[config.mk]
export PLATFORM = sky130hd
export DESIGN_NAME = da_fir_engine
export DESIGN_NICKNAME = d
export VERILOG_FILES = /design/src/rtl/da_fir_pkg.sv /design/src/rtl/da_lut_part.sv /design/src/rtl/da_fir_engine.sv
export SDC_FILE = /design/constraint.sdc
export NUM_CORES = 1
export LEC_CHECK = 0
export BUFFER_PORTS_ARGS = -buffer_cell sky130_fd_sc_hd__clkbuf_2
export CORE_MARGIN = 3
export CORE_UTILIZATION = 55
export CTS_CLUSTER_DIAMETER = 50
export DETAILED_ROUTE_END_ITERATION = 10
export GPL_ROUTABILITY_DRIVEN = 1
export HOLD_SLACK_MARGIN = 0.02
export PLACE_DENSITY = 0.75
export SETUP_SLACK_MARGIN = 0.3
export SLEW_MARGIN = 10
export SYNTH_ARGS = -nofsm -noshare
export SYNTH_HDL_FRONTEND = slang
export SYNTH_SLANG_ARGS = --single-unit
[constraint.sdc]
create_clock -name clk -period 7.35 [get_ports clk]
set_input_delay 1.47 -clock clk [delete_from_list [all_inputs] [get_ports clk]]
set_output_delay 1.47 -clock clk [all_outputs]
set_load 0.02 [all_outputs]
[src/rtl/da_fir_pkg.sv]
// da_fir_pkg: FSM state encoding and default widths for the distributed-arithmetic FIR engine.
package da_fir_pkg;

  localparam int DA_TAPS   = 8;
  localparam int DA_LUT_AW = 4;
  localparam int DA_IN_W   = 16;
  localparam int DA_COEF_W = 16;
  localparam int DA_ACC_W  = 32;
  localparam int DA_OUT_W  = 32;

  typedef enum logic [1:0] {
    ST_IDLE = 2'd0,
    ST_CALC = 2'd1,
    ST_HOLD = 2'd2
  } da_state_e;

endpackage

[src/rtl/da_lut_part.sv]
// da_lut_part: one DA partition. Sums the LUT_AW coefficients whose address bit
// is set; address 0 yields 0. Purely combinational, so coefficient writes are
// visible without any table rebuild.
module da_lut_part #(
  parameter int LUT_AW = 4,
  parameter int COEF_W = 16,
  parameter int SUM_W  = 20
) (
  input  logic [LUT_AW*COEF_W-1:0] coefs_i,
  input  logic [LUT_AW-1:0]        addr_i,
  output logic signed [SUM_W-1:0]  sum_o
);

  // add each selected coefficient, sign-extended to the partition sum width
  always_comb begin
    sum_o = '0;
    for (int j = 0; j < LUT_AW; j++) begin
      if (addr_i[j]) begin
        sum_o = sum_o + SUM_W'($signed(coefs_i[j*COEF_W +: COEF_W]));
      end
    end
  end

endmodule

[src/rtl/da_fir_engine.sv]
// da_fir_engine: bit-serial distributed-arithmetic FIR with runtime coefficients.
// One sample bit-plane is looked up per cycle (LSB first); the plane sum is
// registered and folded into the accumulator one cycle later, so the engine
// spends IN_W lookup cycles plus one drain cycle in CALC before presenting
// the result in HOLD.
// Build option: define DA_FIR_SAT_EN to saturate out_data to the signed OUT_W
// range; otherwise out_data is the low OUT_W accumulator bits.
//
// state | meaning
// IDLE  | waiting for a sample; coefficient writes accepted
// CALC  | bit-plane lookups and accumulation for the accepted sample
// HOLD  | result valid on out_data until out_ready
module da_fir_engine
  import da_fir_pkg::*;
#(
  parameter int TAPS   = DA_TAPS,
  parameter int LUT_AW = DA_LUT_AW,
  parameter int IN_W   = DA_IN_W,
  parameter int COEF_W = DA_COEF_W,
  parameter int ACC_W  = DA_ACC_W,
  parameter int OUT_W  = DA_OUT_W
) (
  input  logic                    clk,
  input  logic                    rst_n,
  input  logic                    in_valid,
  output logic                    in_ready,
  input  logic [IN_W-1:0]         in_data,
  output logic                    out_valid,
  input  logic                    out_ready,
  output logic [OUT_W-1:0]        out_data,
  input  logic                    coef_we,
  input  logic [$clog2(TAPS)-1:0] coef_addr,
  input  logic [COEF_W-1:0]       coef_data,
  output logic                    coef_err,
  output logic                    busy
);

  localparam int AW     = $clog2(TAPS);
  localparam int NPART  = TAPS / LUT_AW;
  localparam int PSUM_W = COEF_W + $clog2(TAPS) + 1;
  localparam int PW     = $clog2(IN_W);
  localparam int CNT_W  = $clog2(IN_W + 1);
  localparam logic [CNT_W-1:0] LAST_CNT   = CNT_W'(IN_W);
  localparam logic [PW-1:0]    SIGN_PLANE = PW'(IN_W - 1);

  da_state_e               state_q, state_d;
  logic signed [IN_W-1:0]   x_q    [TAPS];
  logic signed [COEF_W-1:0] coef_q [TAPS];
  logic signed [ACC_W-1:0]  acc_q, acc_d;
  logic signed [ACC_W-1:0]  psum_ext, weighted;
  logic signed [PSUM_W-1:0] psum_q;
  logic signed [PSUM_W-1:0] part_sum [NPART];
  logic signed [PSUM_W-1:0] lut_total;
  logic [CNT_W-1:0]         cnt_q, cnt_m1;
  logic [PW-1:0]            plane_idx, prev_plane;
  logic [OUT_W-1:0]         out_data_q, out_fmt;
  logic                     coef_err_q;
  logic                     accept;
  logic                     addr_ok;

  assign accept     = in_valid && (state_q == ST_IDLE);
  assign plane_idx  = cnt_q[PW-1:0];
  assign cnt_m1     = cnt_q - CNT_W'(1);
  assign prev_plane = cnt_m1[PW-1:0];
  assign addr_ok    = ({1'b0, coef_addr} < (AW+1)'(TAPS));

  // one partition lookup per group of LUT_AW taps, addressed by the current bit-plane
  for (genvar p = 0; p < NPART; p++) begin : g_part
    logic [LUT_AW-1:0]        addr;
    logic [LUT_AW*COEF_W-1:0] cvec;

    // gather this partition's sample bits and coefficients
    always_comb begin
      addr = '0;
      cvec = '0;
      for (int j = 0; j < LUT_AW; j++) begin
        addr[j]                   = x_q[p*LUT_AW+j][plane_idx];
        cvec[j*COEF_W +: COEF_W]  = coef_q[p*LUT_AW+j];
      end
    end

    da_lut_part #(
      .LUT_AW (LUT_AW),
      .COEF_W (COEF_W),
      .SUM_W  (PSUM_W)
    ) u_part (
      .coefs_i (cvec),
      .addr_i  (addr),
      .sum_o   (part_sum[p])
    );
  end

  // total of all partition lookups for the current plane
  always_comb begin
    lut_total = '0;
    for (int p = 0; p < NPART; p++) begin
      lut_total = lut_total + part_sum[p];
    end
  end

  // fold the previous plane's sum in with weight 2^k; the top plane carries negative weight
  always_comb begin
    psum_ext = ACC_W'(psum_q);
    weighted = psum_ext <<< prev_plane;
    acc_d    = acc_q;
    if (accept) begin
      acc_d = '0;
    end else if (state_q == ST_CALC && cnt_q != '0) begin
      acc_d = (prev_plane == SIGN_PLANE) ? (acc_q - weighted) : (acc_q + weighted);
    end
  end

`ifdef DA_FIR_SAT_EN
  localparam logic signed [ACC_W-1:0] SAT_MAX = {{(ACC_W-OUT_W+1){1'b0}}, {(OUT_W-1){1'b1}}};
  localparam logic signed [ACC_W-1:0] SAT_MIN = {{(ACC_W-OUT_W+1){1'b1}}, {(OUT_W-1){1'b0}}};

  // clamp the final accumulator into the signed output range
  always_comb begin
    out_fmt = acc_d[OUT_W-1:0];
    if (acc_d > SAT_MAX) begin
      out_fmt = SAT_MAX[OUT_W-1:0];
    end else if (acc_d < SAT_MIN) begin
      out_fmt = SAT_MIN[OUT_W-1:0];
    end
  end
`else
  // output keeps the low accumulator bits
  always_comb begin
    out_fmt = acc_d[OUT_W-1:0];
  end
`endif

  // next-state decode
  always_comb begin
    state_d = state_q;
    case (state_q)
      ST_IDLE: if (in_valid)          state_d = ST_CALC;
      ST_CALC: if (cnt_q == LAST_CNT) state_d = ST_HOLD;
      ST_HOLD: if (out_ready)         state_d = ST_IDLE;
      default:                        state_d = ST_IDLE;
    endcase
  end

  // FSM, delay line, plane counter and accumulator registers
  always_ff @(posedge clk or negedge rst_n) begin
    if (!rst_n) begin
      state_q    <= ST_IDLE;
      acc_q      <= '0;
      psum_q     <= '0;
      cnt_q      <= '0;
      out_data_q <= '0;
      for (int i = 0; i < TAPS; i++) x_q[i] <= '0;
    end else begin
      state_q <= state_d;
      acc_q   <= acc_d;
      if (accept) begin
        x_q[0] <= in_data;
        for (int i = 1; i < TAPS; i++) x_q[i] <= x_q[i-1];
        cnt_q <= '0;
      end
      if (state_q == ST_CALC) begin
        psum_q <= lut_total;
        cnt_q  <= cnt_q + CNT_W'(1);
        if (cnt_q == LAST_CNT) out_data_q <= out_fmt;
      end
    end
  end

  // coefficient register file: writes only land while idle and in range
  always_ff @(posedge clk or negedge rst_n) begin
    if (!rst_n) begin
      coef_err_q <= 1'b0;
      for (int i = 0; i < TAPS; i++) coef_q[i] <= '0;
    end else begin
      coef_err_q <= 1'b0;
      if (coef_we) begin
        if (state_q == ST_IDLE && addr_ok) begin
          coef_q[coef_addr] <= coef_data;
        end else begin
          coef_err_q <= 1'b1;
        end
      end
    end
  end

  assign in_ready  = (state_q == ST_IDLE);
  assign busy      = (state_q != ST_IDLE);
  assign out_valid = (state_q == ST_HOLD);
  assign out_data  = out_data_q;
  assign coef_err  = coef_err_q;

endmodule

==> summary.md, run 1 <==
| Metric | Value |
|---|---|
| Synthesis Warnings | 0 |
| Post-Syn Nets | 2,905 |
| Setup ws final | -0.789 ns |
| Type of origin of the critical path | register |
| Most used DFF post-synth | dfrtp_1 |
| Worst EP required | 7.81 ns |
| GRT Residual Overflow | 0 |
| Synthesized instance count | 2,699 |
| Status | finished, violations left |
| Share of cells above drive strength 1 | 31.7% |
| Async SR Flop Fraction | 100% |
| Worst Skew | 0.0171 ns |
| Initial Utilization | 56.3% |
| Clock Path Buffers | 3 |
| Clock Latency Late Sink | 0.61 ns |
| H-tree Lvls | 2 |
| Violated checks | setup timing |
| Non-Filler Instances | 3,734 |
| Slew margin rel. | 22.5% |
| Die ar. | 47,000 um2 |
| Hold Path Cell Cnt | 2 |
| Rows | 76 |
| Post-synth design cell area | 24,500 um2 |
| Post-synth EDFFs | 0 |
| R2r endpoint | psum_q[19]$_DFFE_PN0P_ |
| Routed Antenna Nets | 0 |
| Fin crit share | 111% |
| CP endpoint | psum_q[19]$_DFFE_PN0P_ |
| Detailed placer's ending HPWL | 47.4 mm |
| Crit path launch | cnt_q[2]$_DFFE_PN0P_ |
| Residual DRC count | 0 |
| Clk pin slew, worst setup/hold paths | 0.06 ns |
| Final design utilization | 71.3% |
| FF-to-FF Start | cnt_q[2]$_DFFE_PN0P_ |
| Seq/Total Area, Yosys | 35.6% |
| Total length of routed wires | 68.4 mm |
| Fin. max-slew vios | 0 |
| Placer congestion estimate | 0.923 |
| Initial DRT Pass Iterations | 5 |
| # setup viols final | 7 |
| Vias in the first global route | 22,000 |
| Synth Register Bits | 348 |
| Syn Area/Cell | 9.06 um2 |
| Crit path max fanout | 6 |
| Max Cap Violations | 0 |
| CP max-delay cell | mux4_2 |
| Max incr delay on CP | 0.53 ns |
| Nets | 3,318 |
| Pin count of the biggest net entering global routing | 147 |
| Clock buffer count from CTS | 47 |
| WL/cell | 18.3 um |
| Die extent in x | 217 um |
| Initial antenna violation count | 0 |
| CP Capture Type | register |
| Core footprint | 43,500 um2 |
| CTS tree | done |
| Clock sink total | 348 |
| Synth-to-Final Area Change | 26.6% |
| Fin. Hold Viols | 0 |
| Worst Reg2Reg Path Length in Cells | 34 |
| Worst path arrival time | 8.60 ns |
| DRT iter0 DRCs | 1,655 |
| Hold Crit Class | reg -> reg |
| Antenna Cells | 0 |
| Final min period | 8.14 ns |
| Critical path class | reg -> reg |
| Cell count after placement | 3,609 |
| Max frequency | 123 MHz |
| DIE HEIGHT | 217 um |
| Root Buffer | clkbuf_16 |
| Vias | 21,800 |
| Fillers | 3,086 |
| FF-to-FF setup slack | -0.79 ns |
| Setup TNS | -3.46 ns |
| RSZ-0062 raised after global routing | yes |
| Buffers on Ports | 75 |
| Unique masters post-synth | 86 |
| Via density | 5.83 |
| GRT Util Overall | 28.5% |
| Boundary Pins | 76 |
| Worst Tran Pin Value | 1.16 ns |
| Global-route wire length before repair | 111 mm |
## layer usage
| metal | part of all wire [%] | track usage [%] | vias to the layer above |
|---|---|---|---|
| met2 | 49 | 48.7 | 598 |
| met5 | 0 | 0 | - |
| met4 | 3.6 | 9.83 | 0 |
| li1 | - | - | 10300 |
| met3 | 4.3 | 3.59 | 177 |
| met1 | 43 | 37.7 | 10700 |
## state kept, by name, indices dropped and copies added, names as in the netlist
register,cells
coef_err,1
psum_q,20
acc_q,32
coef_q,128
out_data,32
x_q,128
state_q,2
cnt_q,5
## layout make-up
type | count | area, um2 | area share, %
Multi-Input combinational cell | 2141 | 16000 | 51.6
Sequential cell | 348 | 8720 | 28.1
Timing Repair Buffer | 484 | 3590 | 11.6
Clock buffer | 56 | 1280 | 4.13
Tap cell | 585 | 732 | 2.36
Inverter | 90 | 340 | 1.10
Clock inverter | 30 | 338 | 1.09
## through the flow
stage               hold slack (ns)  setup WS, ns  instance area (um2)
floorplan                     0.440        -0.287                24700
global placement              0.453        -0.749                28200
detailed placement            0.461        -0.985                28200
CTS                           0.478        -0.476                30600
global route                  0.500         -1.12                31000
finish                        0.476        -0.789                31000
## logic make-up (layout without fill, tap and decap cells)
family | after synthesis | after routing | synth area share, %
and+or+nand+nor | 1004 | 1004 | 18.0
AOI/OAI and AO/OA | 525 | 525 | 13.3
DFF | 348 | 348 | 35.6
muxes | 282 | 282 | 15.1
buffers and inverters | 210 | 660 | 3.37
adders and majority gates | 170 | 170 | 8.91
xor gates and xnor gates | 160 | 160 | 5.82
## synthesized netlist by cell type (all sizes together), types with 15 or more instances
| library cell | count | area, um2 |
|---|---|---|
| xor2 | 61 | 542 |
| dfrtp | 348 | 8710 |
| a211oi | 18 | 135 |
| o21a | 30 | 225 |
| a21o | 39 | 293 |
| o31ai | 20 | 150 |
| a21oi | 163 | 823 |
| mux2i | 35 | 350 |
| nor2 | 166 | 623 |
| ha | 158 | 1980 |
| nor3 | 44 | 225 |
| o21ai | 142 | 714 |
| buf | 33 | 159 |
| and3 | 15 | 93.8 |
| nor2b | 24 | 150 |
| a31oi | 18 | 113 |
| nand2b | 23 | 144 |
| and2 | 38 | 241 |
| nand3 | 39 | 195 |
| xnor2 | 98 | 858 |
| mux4 | 49 | 1100 |
| nand2 | 590 | 2220 |
| or3 | 18 | 118 |
| mux2 | 198 | 2230 |
| inv | 89 | 334 |
| clkbuf | 87 | 327 |
## cell usage in the layout (no fill, tap or decap), drive strengths merged, types with 44 or more instances in the layout
| cell type | Yosys | routed |
|---|---|---|
| xnor2 | 98 | 98 |
| a21oi | 163 | 163 |
| xor2 | 61 | 61 |
| nor3 | 44 | 44 |
| buf | 33 | 410 |
| mux4 | 49 | 49 |
| clkbuf | 87 | 130 |
| o21ai | 142 | 142 |
| ha | 158 | 158 |
| nand2 | 590 | 590 |
| inv | 89 | 101 |
| nor2 | 166 | 166 |
| dfrtp | 348 | 348 |
| mux2 | 198 | 198 |
## worst min path at each step
stage          slack, ns             endpoint                start
5_1_grt             0.50  x_q[10]$_DFFE_PN0P_  x_q[10]$_DFFE_PN0P_
6_report            0.48   x_q[8]$_DFFE_PN0P_   x_q[8]$_DFFE_PN0P_
3_3_place_gp        0.45   x_q[2]$_DFFE_PN0P_   x_q[2]$_DFFE_PN0P_
3_5_place_dp        0.46   x_q[3]$_DFFE_PN0P_   x_q[3]$_DFFE_PN0P_
4_1_cts             0.48   x_q[4]$_DFFE_PN0P_   x_q[4]$_DFFE_PN0P_
2_1_floorplan       0.44  x_q[10]$_DFFE_PN0P_  x_q[10]$_DFFE_PN0P_
## worst max-delay path, delay by kind of cell (launching register included)
kind | cells | cell delay (ns)
compound gates | 10 | 2.15
xor+xnor | 6 | 0.96
fa+ha+maj | 5 | 1.33
buf+inv | 3 | 0.34
flops | 1 | 0.44
mux | 6 | 1.77
simple gates | 4 | 0.98
## what timing repair did
action,CTS,global route
hold buffers,0,0
buffers inserted,26,13
resized for setup,117,67
endpoints found under the hold margin,0,0
endpoints found under the setup margin,10,34
pin swaps,76,42
Power of run 1 is left out: the tool's default activity adds up to more than one toggle a clock period on the data nets, which glitch-free logic cannot reach.
==> inputs of run 2 (changes only) <==
Settings changed: CORE_UTILIZATION 55 to 50, PLACE_DENSITY 0.75 to 0.69.
==> summary.md, run 2 (synthesis gave the netlist of run 1 again) <==
| Metric | Value |
|---|---|
| GRT Residual Overflow | 0 (unchanged) |
| Largest regs | coef_q: 128 flops, x_q: 128 flops |
| Fin. Hold Viols | 0 (unchanged) |
| Most frequent cells in the layout | nand2_1, buf_4, dfrtp_1, mux2_2, nor2_1 |
| Fillers | 3,919 (+27%) |
| FF-to-FF setup slack | -0.68 ns (+0.11 ns) |
| Placer congestion estimate | 0.907 (-1.7%) |
| Hold Crit Class | reg -> reg |
| Fin crit share | 109% (-1.5 points) |
| Max incr delay on CP | 0.39 ns (-0.14 ns) |
| Clock buffer count from CTS | 48 (+2.1%) |
| Initial Utilization | 50.9% (-5.4 points) |
| Core footprint | 48,000 um2 (+11%) |
| CTS Hold Bufs | 0 (unchanged) |
| Worst EP required | 7.80 ns (about the same) |
| WL/cell | 17.7 um (-3.4%) |
| Slew margin rel. | 19.4% (-3.1 points) |
| GRT Util Overall | 25.3% (-3.2 points) |
| Metal1 wirelength | 29.2 mm (-1.4%) |
| # setup viols final | 6 (-1) |
| Critical path class | reg -> reg |
| Top sig layer | met4 |
| Fin. max-slew vios | 0 (unchanged) |
| Global-route wire length before repair | 106 mm (-4.0%) |
| Clk pin slew, worst setup/hold paths | 0.06 ns (about the same) |
| CTS tree | done |
| Clock Latency Late Sink | 0.61 ns (about the same) |
| Via density | 5.62 (-3.5%) |
| Antenna Cells | 0 (unchanged) |
| Multi-input logic area | 15,900 um2 (-0.66%) |
| Vias in the first global route | 21,100 (-4.5%) |
| Routed wl met3 | 2.56 mm (-12%) |
| Buffers on Ports | 75 (unchanged) |
| Die ar. | 51,600 um2 (+9.7%) |
| Setup ws final | -0.675 ns (+0.114 ns) |
| Pin count of the biggest net entering global routing | 166 (+13%) |
| Crit path max fanout | 12 (+6) |
| Worst path arrival time | 8.48 ns (-0.12 ns) |
| CP Capture Type | register |
| CP most frequent cell | buf_4 |
| H-tree Lvls | 2 (unchanged) |
| Nets | 3,278 (-1.2%) |
| Root Buffer | clkbuf_16 |
| Boundary Pins | 76 (unchanged) |
| Max Cap Violations | 0 (unchanged) |
| Max frequency | 125 MHz (+1.4%) |
| FF+latch area | 8710 um2 (about the same) |
| Synth-to-Final Area Change | 24.8% |
| Total length of routed wires | 65.9 mm (-3.6%) |
| Clock Path Buffers | 3 (unchanged) |
| CP max-delay cell | dfrtp_1 |
| Detailed placer's ending HPWL | 47.2 mm (-0.37%) |
| Initial DRT Pass Iterations | 6 (+1) |
| Residual DRC count | 0 (unchanged) |
| Share of cells above drive strength 1 | 30.5% (-1.1 points) |
| Commonest non-fill, non-tap cell in the layout | nand2_1 |
| Worst Tran Pin Value | 1.21 ns (+0.0462 ns) |
| Final design utilization | 63.6% (-7.7 points) |
| Rows | 80 (+5.3%) |
| Met2 routed WL | 31.7 mm (-5.1%) |
| Worst Skew | 0.0244 ns (+0.00725 ns) |
| Final min period | 8.03 ns (-0.114 ns) |
| Initial antenna violation count | 0 (unchanged) |
| Violated checks | setup timing |
| RSZ-0062 raised after global routing | yes |
| Vias | 20,900 (-3.8%) |
| DRT iter0 DRCs | 1,253 (-24%) |
| Type of origin of the critical path | register |
| Status | finished, violations left |
| DIE HEIGHT | 227 um (+4.7%) |
| Routed Antenna Nets | 0 (unchanged) |
| Clock sink total | 348 (unchanged) |
| Die extent in x | 227 um (+4.7%) |
==> run 2: metrics by stage <==
stage	worst slack [ns]	TNS (ns)	cells	area, um2	hold slack, ns
floorplan	-0.287	-0.287	2699	24700	0.440
global placement	-0.547	-1.14	3614	28000	0.454
detailed placement	-0.803	-2.51	3614	28000	0.463
CTS	-0.548	-1.45	3715	30100	0.478
global route	-1.00	-4.41	3725	30500	0.502
finish	-0.675	-1.62	3725	30500	0.474
==> run 2: critical path, delay by kind of cell, from the launching register on <==
| kind | cells | cell delay (ns) |
|---|---|---|
| AOI/OAI and AO/OA | 14 | 2.45 |
| adders and majority gates | 6 | 1.41 |
| muxes | 5 | 1.22 |
| xor gates and xnor gates | 6 | 0.92 |
| buffers and inverters | 7 | 0.82 |
| and+or+nand+nor | 5 | 0.66 |
| DFF | 1 | 0.39 |
==> run 2: what timing repair did <==
action,CTS,global route
buffers inserted,13,10
endpoints found under the setup margin,8,19
gates resized for setup,71,74
pin swaps,55,38
==> run 2: worst paths after layout <==
check | start | depth (start not counted) | end
max | cnt_q[3]$_DFFE_PN0P_ | 43 | psum_q[19]$_DFFE_PN0P_
min | x_q[6]$_DFFE_PN0P_ | 2 | x_q[6]$_DFFE_PN0P_
max reg2reg | cnt_q[3]$_DFFE_PN0P_ | 43 | psum_q[19]$_DFFE_PN0P_
min reg2reg | x_q[6]$_DFFE_PN0P_ | 2 | x_q[6]$_DFFE_PN0P_
max in group asynchronous | rst_n | 2 | x_q[81]$_DFFE_PN0P_
min in group asynchronous | rst_n | 1 | out_data[20]$_DFFE_PN0P_
==> run 2: area by class of cell <==
type	instances	share of cell area, %
inverter	90	1.11
clock inverter	26	0.975
multi-input combinational	2141	52.0
clock buffer	62	4.40
sequential	348	28.5
tap	615	2.52
timing repair buffer	443	10.5
==> run 2: layer usage <==
metal	track usage [%]	up-vias
met3	3.88	131
met1	33.3	10200
met5	0	-
met4	10.1	0
met2	42.3	428
li1	-	10200
Power of run 2 is left out for the same reason.
==> inputs of run 3 (changes only) <==
Settings changed: RECOVER_POWER set to 100.
==> summary.md, run 3 (synthesis gave the netlist of run 1 again) <==
| Metric | Value |
|---|---|
| Status | finished, violations left |
| Violated checks | capacitance limit, slew limit, setup timing |
| Clock sink total | 348 (unchanged) |
| Die extent in x | 227 um (unchanged) |
| Hold Path Cell Cnt | 2 (unchanged) |
| Max frequency | 125 MHz (about the same) |
| Residual DRC count | 0 (unchanged) |
| Slew margin rel. | -250% (-270 points) |
| Worst Reg2Reg Path Length in Cells | 43 (unchanged) |
| DIE HEIGHT | 227 um (unchanged) |
| Fin. max-slew vios | 329 (+329) |
| Largest regs | coef_q: 128 flops, x_q: 128 flops |
| Buffers on Ports | 75 (unchanged) |
| Worst Tran Pin Value | 5.25 ns (+4.04 ns) |
| CP most frequent cell | buf_4 |
| Fin. Hold Viols | 0 (unchanged) |
| Rows | 80 (unchanged) |
| H-tree Lvls | 2 (unchanged) |
| Initial Utilization | 50.9% (unchanged) |
| Placed Area | 28,000 um2 (unchanged) |
| RSZ-0062 raised after global routing | yes |
| Die ar. | 51,600 um2 (unchanged) |
| Worst Skew | 0.0248 ns (+0.000365 ns) |
| Clock Path Buffers | 3 (unchanged) |
| Initial DRT Pass Iterations | 7 (+1) |
| GRT Residual Overflow | 0 (unchanged) |
| Initial antenna violation count | 0 (unchanged) |
| Antenna Cells | 0 (unchanged) |
| Hold Crit Class | reg -> reg |
| Detailed placer's ending HPWL | 47.2 mm (unchanged) |
| Worst EP required | 7.80 ns (about the same) |
| CTS Hold Bufs | 0 (unchanged) |
| Type of origin of the critical path | register |
| CTS tree | done |
| Non-Filler Instances | 3,725 (unchanged) |
| Setup ws final | -0.676 ns (-0.000851 ns) |
| Boundary Pins | 76 (unchanged) |
| Fin crit share | 109% (about the same) |
| Crit path max fanout | 12 (unchanged) |
| Vias | 21,000 (+0.19%) |
| Core footprint | 48,000 um2 (unchanged) |
| Share of cells above drive strength 1 | 30.4% (-0.16 points) |
| Root Buffer | clkbuf_16 |
| Clock buffer count from CTS | 48 (unchanged) |
| Vias in the first global route | 21,100 (unchanged) |
| DRT iter0 DRCs | 1,251 (-0.16%) |
| Nets | 3,278 (unchanged) |
| # setup viols final | 6 (unchanged) |
| Worst path arrival time | 8.48 ns (about the same) |
| Critical path class | reg -> reg |
| Max incr delay on CP | 0.39 ns (about the same) |
| Global-route wire length before repair | 106 mm (unchanged) |
| Total length of routed wires | 65.9 mm (about the same) |
| CP Capture Type | register |
| Synth-to-Final Area Change | 24.7% |
| Fin area | 30,500 um2 (-0.12%) |
| GRT Util Overall | 25.3% (unchanged) |
| Via density | 5.63 (+0.19%) |
| Cell count after placement | 3,614 (unchanged) |
| Routed Antenna Nets | 0 (unchanged) |
| Pin count of the biggest net entering global routing | 166 (unchanged) |
| Placer congestion estimate | 0.907 (unchanged) |
| Worst hold slack | 0.475 ns (+0.00127 ns) |
| Clock Latency Late Sink | 0.61 ns (about the same) |
| CP max-delay cell | dfrtp_1 |
| Max Cap Violations | 3 (+3) |
| Commonest non-fill, non-tap cell in the layout | nand2_1 |
| WL/cell | 17.7 um (about the same) |
| Most frequent cells in the layout | nand2_1, buf_4, dfrtp_1, mux2_2, nor2_1 |
| Clk pin slew, worst setup/hold paths | 0.06 ns (about the same) |
| Final min period | 8.03 ns (+0.000851 ns) |
| DP Worst Slack | -0.803 ns (unchanged) |
run 3: timing repair:
action | in CTS | in global routing
pin swaps | 55 | 38
setup endpoints to repair | 8 | 19
cloned | 0 | 0
gates resized for setup | 71 | 74
buffers inserted | 13 | 10
run 3: area by class of cell:
cell class | instances | area (um2)
fillers | 3929 | 17500
clock inverters | 26 | 298
inverters | 90 | 338
flip-flops and latches | 348 | 8710
clock buffers | 62 | 1350
multi-input cells | 2141 | 15900
repair buffers | 443 | 3170
well taps | 615 | 769
run 3: worst max-delay path, delay by kind of cell (launching register included):
family / cells / cell delay (ns)
xor gates and xnor gates: 6 / 0.92
muxes: 5 / 1.23
and+or+nand+nor: 5 / 0.66
adders and majority gates: 6 / 1.42
AOI/OAI and AO/OA: 14 / 2.45
buffers and inverters: 7 / 0.81
DFF: 1 / 0.39
run 3: stage by stage:
stage / setup TNS, ns / util (%)
floorplan: -0.287 / -
global placement: -1.14 / 58.4
detailed placement: -2.51 / 58.4
CTS: -1.45 / 62.7
global route: -4.41 / 63.5
finish: -1.64 / 63.5
run 3: final timing paths:
path	from	end	slack (ns)
max	cnt_q[3]$_DFFE_PN0P_	psum_q[19]$_DFFE_PN0P_	-0.68
min	x_q[6]$_DFFE_PN0P_	x_q[6]$_DFFE_PN0P_	0.48
max reg2reg	cnt_q[3]$_DFFE_PN0P_	psum_q[19]$_DFFE_PN0P_	-0.68
min reg2reg	x_q[6]$_DFFE_PN0P_	x_q[6]$_DFFE_PN0P_	0.48
max in group asynchronous	rst_n	x_q[81]$_DFFE_PN0P_	1.13
min in group asynchronous	rst_n	out_data[20]$_DFFE_PN0P_	2.79
run 3: layer usage:
metal / GRT usage, % / vias to the layer above / wire length, um
met5: 0 / - / 0
met4: 10.1 / 0 / 2430
met2: 42.3 / 436 / 31700
li1: - / 10200 / -
met3: 3.88 / 132 / 2570
met1: 33.3 / 10200 / 29200
Power of run 3 is left out for the same reason.
